<file path="src/rtl/operand_entry_fsm.sv">
// Pushbutton operand entry: synchronise and debounce an active-low key, then step
// through capture of operand A, operand B with carry-in, and a hold/show phase
// that presents a valid operand set to the downstream BCD adder.
module operand_entry_fsm #(
  parameter int unsigned DEBOUNCE_CYCLES = 1000000
) (
  input  logic       clk,
  input  logic       rst_n,
  input  logic       key_n,
  input  logic [2:0] sw,
  input  logic       sw_cin,
  output logic [2:0] a,
  output logic [2:0] b,
  output logic       cin,
  output logic       valid,
  output logic [1:0] phase
);

  localparam int unsigned CntW = $clog2(DEBOUNCE_CYCLES + 1);
  localparam logic [CntW-1:0] CntMax = CntW'(DEBOUNCE_CYCLES - 1);

  localparam logic [1:0] StEnterA  = 2'd0;
  localparam logic [1:0] StEnterB  = 2'd1;
  localparam logic [1:0] StShow    = 2'd2;

  logic            sync1_q, sync2_q;
  logic            key_s;
  logic            db_q, db_d;
  logic            db_dly_q;
  logic [CntW-1:0] cnt_q, cnt_d;
  logic            press;

  logic [1:0]      phase_q, phase_d;
  logic [2:0]      a_q, a_d;
  logic [2:0]      b_q, b_d;
  logic            cin_q, cin_d;
  logic            valid_q, valid_d;

  // Two-flop synchroniser for the asynchronous key; idles released (1).
  always_ff @(posedge clk or negedge rst_n) begin
    if (!rst_n) begin
      sync1_q <= 1'b1;
      sync2_q <= 1'b1;
    end else begin
      sync1_q <= key_n;
      sync2_q <= sync1_q;
    end
  end

  assign key_s = sync2_q;

  // Debounce: accept a new level only after it has differed for DEBOUNCE_CYCLES cycles.
  always_comb begin
    cnt_d = cnt_q;
    db_d  = db_q;
    if (key_s == db_q) begin
      cnt_d = '0;
    end else if (cnt_q == CntMax) begin
      db_d  = key_s;
      cnt_d = '0;
    end else begin
      cnt_d = cnt_q + CntW'(1);
    end
  end

  // Debounce state and the delayed copy used for falling-edge (press) detection.
  always_ff @(posedge clk or negedge rst_n) begin
    if (!rst_n) begin
      cnt_q    <= '0;
      db_q     <= 1'b1;
      db_dly_q <= 1'b1;
    end else begin
      cnt_q    <= cnt_d;
      db_q     <= db_d;
      db_dly_q <= db_q;
    end
  end

  // One-cycle pulse on the debounced high-to-low transition only.
  assign press = db_dly_q & ~db_q;

  // Entry state machine; outputs hold unless a press event arrives.
  always_comb begin
    phase_d = phase_q;
    a_d     = a_q;
    b_d     = b_q;
    cin_d   = cin_q;
    valid_d = valid_q;
    case (phase_q)
      StEnterA: begin
        if (press) begin
          a_d     = sw;
          phase_d = StEnterB;
        end
      end
      StEnterB: begin
        if (press) begin
          b_d     = sw;
          cin_d   = sw_cin;
          valid_d = 1'b1;
          phase_d = StShow;
        end
      end
      StShow: begin
        if (press) begin
          a_d     = '0;
          b_d     = '0;
          cin_d   = 1'b0;
          valid_d = 1'b0;
          phase_d = StEnterA;
        end
      end
      default: begin
        // Unreachable encoding: recover unconditionally with a clean operand set.
        a_d     = '0;
        b_d     = '0;
        cin_d   = 1'b0;
        valid_d = 1'b0;
        phase_d = StEnterA;
      end
    endcase
  end

  // Registered state and operand outputs.
  always_ff @(posedge clk or negedge rst_n) begin
    if (!rst_n) begin
      phase_q <= StEnterA;
      a_q     <= '0;
      b_q     <= '0;
      cin_q   <= 1'b0;
      valid_q <= 1'b0;
    end else begin
      phase_q <= phase_d;
      a_q     <= a_d;
      b_q     <= b_d;
      cin_q   <= cin_d;
      valid_q <= valid_d;
    end
  end

  assign a     = a_q;
  assign b     = b_q;
  assign cin   = cin_q;
  assign valid = valid_q;
  assign phase = phase_q;

endmodule

</file>
<file path="config.mk">
export PLATFORM = sky130hd
export DESIGN_NAME = operand_entry_fsm
export DESIGN_NICKNAME = d
export VERILOG_FILES = /design/src/rtl/operand_entry_fsm.sv
export SDC_FILE = /design/constraint.sdc
export NUM_CORES = 1
export LEC_CHECK = 0
export CAP_MARGIN = 20
export CORE_MARGIN = 1.5
export CORE_UTILIZATION = 50
export DETAILED_ROUTE_END_ITERATION = 6
export PLACE_DENSITY = 0.75
export SLEW_MARGIN = 10
export SYNTH_ARGS = -nofsm -noshare
export SYNTH_HDL_FRONTEND = slang
export SYNTH_SLANG_ARGS = --single-unit
</file>
<file path="constraint.sdc">
create_clock -name clk -period 1.8 [get_ports clk]
set_input_delay 0.18 -clock clk [delete_from_list [all_inputs] [get_ports clk]]
set_output_delay 0.18 -clock clk [all_outputs]
set_load 0.01 [all_outputs]
</file>
# After elaboration in Yosys (flattened, before gate mapping)
# Cells that the tools add are included.
[totals]
regBits = 34
out_inout_bits = 10
[classes]
add_sub_neg = 1
eq_ne = 7
n_mux = 15
n_bitwise = 5
n_reduce_logical = 5
[ops]
columns = ["cell", "n"]
rows = [
  ["20-bit 2-to-1 mux", 2],
  ["20-bit by 1-bit adder with 20-bit output (second input constant)", 1],
  ["20-bit == test (second input constant)", 1],
  ["3-bit case mux with 3 select lines", 2],
  ["3-bit AND reduction", 3],
  ["2-bit 2-to-1 mux", 3],
  ["3-bit 2-to-1 mux", 2],
  ["2-bit inequality test (second input constant)", 3],
  ["1-bit case mux with 3 select lines", 2],
  ["2-bit case mux with 3 select lines", 1],
  ["1-bit NOT", 4],
  ["1-bit 2-to-1 mux", 3],
  ["2-bit by 1-bit == test with 1-bit output (second input constant)", 1],
  ["2-bit == test (second input constant)", 1],
  ["2-bit zero test", 1],
  ["2-bit AND reduction", 1],
  ["1-bit bitwise AND", 1],
  ["1-bit == test", 1],
]

# Logic depth before layout (Yosys ltp)
[logic_depth]
depth_word = 4
mapped_depth = 6

# Least setup slack after synthesis
# No wires, ideal clock.
[synth_path]
kind = "register to register"
from = "reg cnt_q[3]"
to = "reg cnt_q[17]"
setup_ns = 0.077
arrival_time_ns = 1.791
required_time_ns = 1.723
path_slack_ns = -0.069
stages_incl_launch_ff = 6
synth_period_minus_slack_ns = 1.869
path_cell_list = "dfrtp_1 > nand4_4 > or4_1 > buf_2 > or4_1 > a21oi_1"
[synth_via]
elab_chain_cells = 3
[synth_rtl]
columns = ["item", "line", "rtl"]
rows = [
  ["start: declaration", "30", "logic [CntW-1:0] cnt_q, cnt_d;"],
  ["start signal: assignment", "73", "cnt_q <= cnt_d;"],
  ["20-bit by 1-bit adder with 20-bit output / 20-bit == test (equally long branches)", "62, 58", ""],
  ["20-bit 2-to-1 mux *", "58", "end else if (cnt_q == CntMax) begin"],
  ["20-bit 2-to-1 mux *", "56", "if (key_s == db_q) begin"],
  ["named net cnt_d[17]", "30", ""],
]
# Mark *: on every way through the listed nets, which the timed path passes. The rest lies on a longest branch.
# A chain may end at the register's enable or synchronous reset.

# Final worst setup path
[layout_path]
from = "reg cnt_q[12]"
to = "reg cnt_q[19]"
# Same word-level chain as after synthesis.

==> results_dict.tcl <==
set metrics [dict create \
    final_max_slew_viol_count 0 \
    use_met1_pct 28.17 \
    finalHoldViolCount 0 \
    p_leak_nw 0.8425 \
    insertion_delay_ns 0.33 \
    track_usage_pct 20.92 \
    criticalPathCategory "flip-flop to flip-flop" \
    timing.critical_path.fanout_max 7 \
    totalWireLength_um 3403 \
    placementRows 20 \
    grt_pass1_vias 1207 \
    clkTransAtPathRegs_ns 0.11 \
    wire_per_inst_um 14.54 \
    core_sq_um 3078 \
    crit_family "simple AND/OR/NAND/NOR gates" \
    swShare_pct 21.36 \
    ys_async_sr_fraction_pct 100.0 \
    p_per_area_nw_per_um2 678.2 \
    power_frac_comb_pct 4.1 \
    worst_ep_arrival_time_ns 2.11 \
    relSlewSlack_pct 68.14 \
    numCtsBuffers 5 \
    met3_usage_pct 5.628 \
    cts_tree "done" \
    grt_pass1_wl_um 5430 \
    worst-slew-pin-transition_ns 0.4765 \
    die_w_um 59.93 \
    drtIter0Drc 62 \
    grt_overflow_total 0 \
    rsz0062_at_grt "true" \
    clkSinkCount 34 \
    route.detailed.drc 0 \
    fmax_mhz 541.2 \
    synth_flop_cell "dfrtp_1" \
    setup_tns_ns -0.04776 \
    gp_congestion 0.8415 \
    violations "setup timing" \
    place_hpwl_um 2348 \
    h-tree-depth 2 \
    drive_gt1_share_pct 24.21 \
    initial_utilization_pct 52.64 \
    cts_buffer_depth 2 \
    finalPower_mw 1.387 \
    ir_drop_uv 623.1 \
    synth-seq-cells 34 \
    finalClockSkew_ns 0.004889 \
    met2_usage_pct 31.83 \
    io_pins 17 \
    area_growth_pct 26.25 \
    grt_max_degree 35 \
    ant_nets 0 \
    ys_warn_count 0 \
    setup_viol 1 \
    crit_chain "nand4_1 -> or4_4 -> or4_1 -> a21oi_1" \
    firstDrtPassIters 4 \
    seqPwrFrac_pct 56.2 \
    num-nets-final 197 \
    syn_area_per_cell_sq_um 10.26 \
    crit_buf_inv 0 \
    synth-seq-area-share_pct 52.82 \
    clkPwrFrac_pct 39.8 \
    portBuffers 16 \
    slowest_delay_ns 0.54 \
    cp-start-kind "flip-flop" \
    power.switching_uw 296.4 \
    syn-num-nets 166 \
    layout_setup_ws_ns -0.04776 \
    finalCritPeriodShare_pct 102.7 \
    dp_worst_setup_slack_ns -0.03036 \
    fp.dieArea_sq_um 3591 \
    clock-root-buffer "clkbuf_4" \
    grt-busiest-layer "met2" \
    mappedNetlistArea_sq_um 1620 \
    maxCapViolCount 0 \
    n_antenna_cell 0 \
    synth-edff-count 0 \
    p_int_mw 1.091 \
    required_ns 2.06 \
    netlist_instances 158 \
    via_per_inst 5.453 \
    crit_path_top_delay_cell "or4_4" \
    worstHoldPathType "primary input to async pin" \
    cp-end-kind "flip-flop" \
    via_count 1276 \
    status "complete, but fails checks" \
    min_period_ns 1.848 \
    die_y_um 59.93 \
    synth.distinct_cells 35 \
    grt_antenna_before_repair 0 \
]
==> sequential cells by signal, indices dropped and copies added, names as in the netlist, 2 cells and up <==
| signal | flops |
|---|---|
| a | 3 |
| b | 3 |
| cnt_q | 20 |
| phase | 2 |
==> placed cells by master, fill, tap and decap left out, types with 2 or more instances in the layout <==
cell type / instances
inv_1: 3
nand2_1: 11
dfstp_2: 4
nand3_1: 7
nor3b_1: 3
or4_1: 3
clkbuf_4: 5
o31ai_1: 3
clkdlybuf4s50_1: 16
a21oi_1: 6
nor3_1: 3
dfrtp_1: 28
and3_1: 2
xor2_1: 7
nand4_1: 3
o31ai_2: 2
dfrtp_2: 2
a32o_1: 3
nand3b_1: 2
buf_4: 18
xnor2_1: 8
nor4_1: 2
a21oi_2: 3
nor2_1: 18
nor2b_1: 2
o21ai_0: 7
or4_4: 2
==> cell type report <==
type,count,area [sq um]
timing repair buffer,35,306.5
multi-input combinational,110,735.7
clock inverter,2,37.54
fill,262,1032
tap,44,55.05
inverter,3,11.26
clock buffer,6,41.29
sequential,34,858.3
==> cells by family after synthesis <==
kind of cell / count (synthesis) / share of synthesized area [%]
compound gates: 26 / 10.12
xor+xnor: 15 / 8.108
fa+ha+maj: 1 / 0.7721
buf+inv: 14 / 4.479
flops: 34 / 52.82
mux: 1 / 0.6949
simple gates: 67 / 23.01
==> stage by stage <==
stage,utilization [%],instance area (sq um),hold WS [ns],instances
2_1_floorplan,-,1630,-0.1156,158
3_3_place_gp,61.59,1896,0.3468,222
3_5_place_dp,61.59,1896,0.3468,222
4_1_cts,64.88,1997,0.2329,232
5_1_grt,66.46,2046,0.2295,234
6_report,66.46,2046,0.2431,234
==> repair_timing <==
item	4_1_cts	5_1_grt
gates cloned	0	0
endpoints found under the setup margin	2	15
endpoints found under the hold margin	0	0
pin swaps	4	5
resized for setup	2	10
setup buffers	2	2
hold buffers	0	0
==> per-layer routing <==
layer | share of wire (%) | vias to the layer above | wire [um]
met5 | 0 | - | 0
met4 | 1.2 | 0 | 41
met3 | 3.4 | 7 | 116
met2 | 50 | 19 | 1712
met1 | 45 | 632 | 1533
li1 | - | 618 | -
==> cell usage after synthesis, drive strengths merged, types with 4 or more instances <==
library cell	number	area, sq um
nand4	5	52.55
nor2	18	67.56
o21ai	7	35.03
a21oi	9	45.04
or4	5	37.54
nand2	11	41.29
clkbuf	8	33.79
o31ai	5	37.54
xor2	7	61.31
nand3	7	35.03
xnor2	8	70.07
dfstp	4	105.1
dfrtp	30	750.7
==> worst paths after layout <==
| path | startpoint | end | slack, ns | cells past startpoint |
|---|---|---|---|---|
| max | cnt_q[12] | cnt_q[19] | -0.05 | 4 |
| max in group asynchronous | rst_n | db_q | 1.21 | 2 |
| max reg2reg | cnt_q[12] | cnt_q[19] | -0.05 | 4 |
| min in group clk | key_n | sync1_q | 0.25 | 1 |
| min | rst_n | cnt_q[12] | 0.24 | 2 |
| min reg2reg | sync1_q | key_s | 0.36 | 0 |
==> worst register-to-register path: stages (launching register included) <==
cell,delay [ns]
dfrtp_2,0.43
nand4_1,0.12
or4_4,0.54
or4_1,0.53
a21oi_1,0.15
==> power groups by stage <==
stage / combinational (mW) / clock (mW) / sequential [mW]
final: 0.0565 / 0.552 / 0.779
after global routing: 0.0643 / 0.604 / 0.780
after CTS: 0.0563 / 0.566 / 0.779
after detailed placement: 0.0557 / 0 / 0.794
after global placement: 0.0536 / 0 / 0.793
after floorplan: 0.0197 / 0 / 0.793
(Power assumes the default switching activity.)
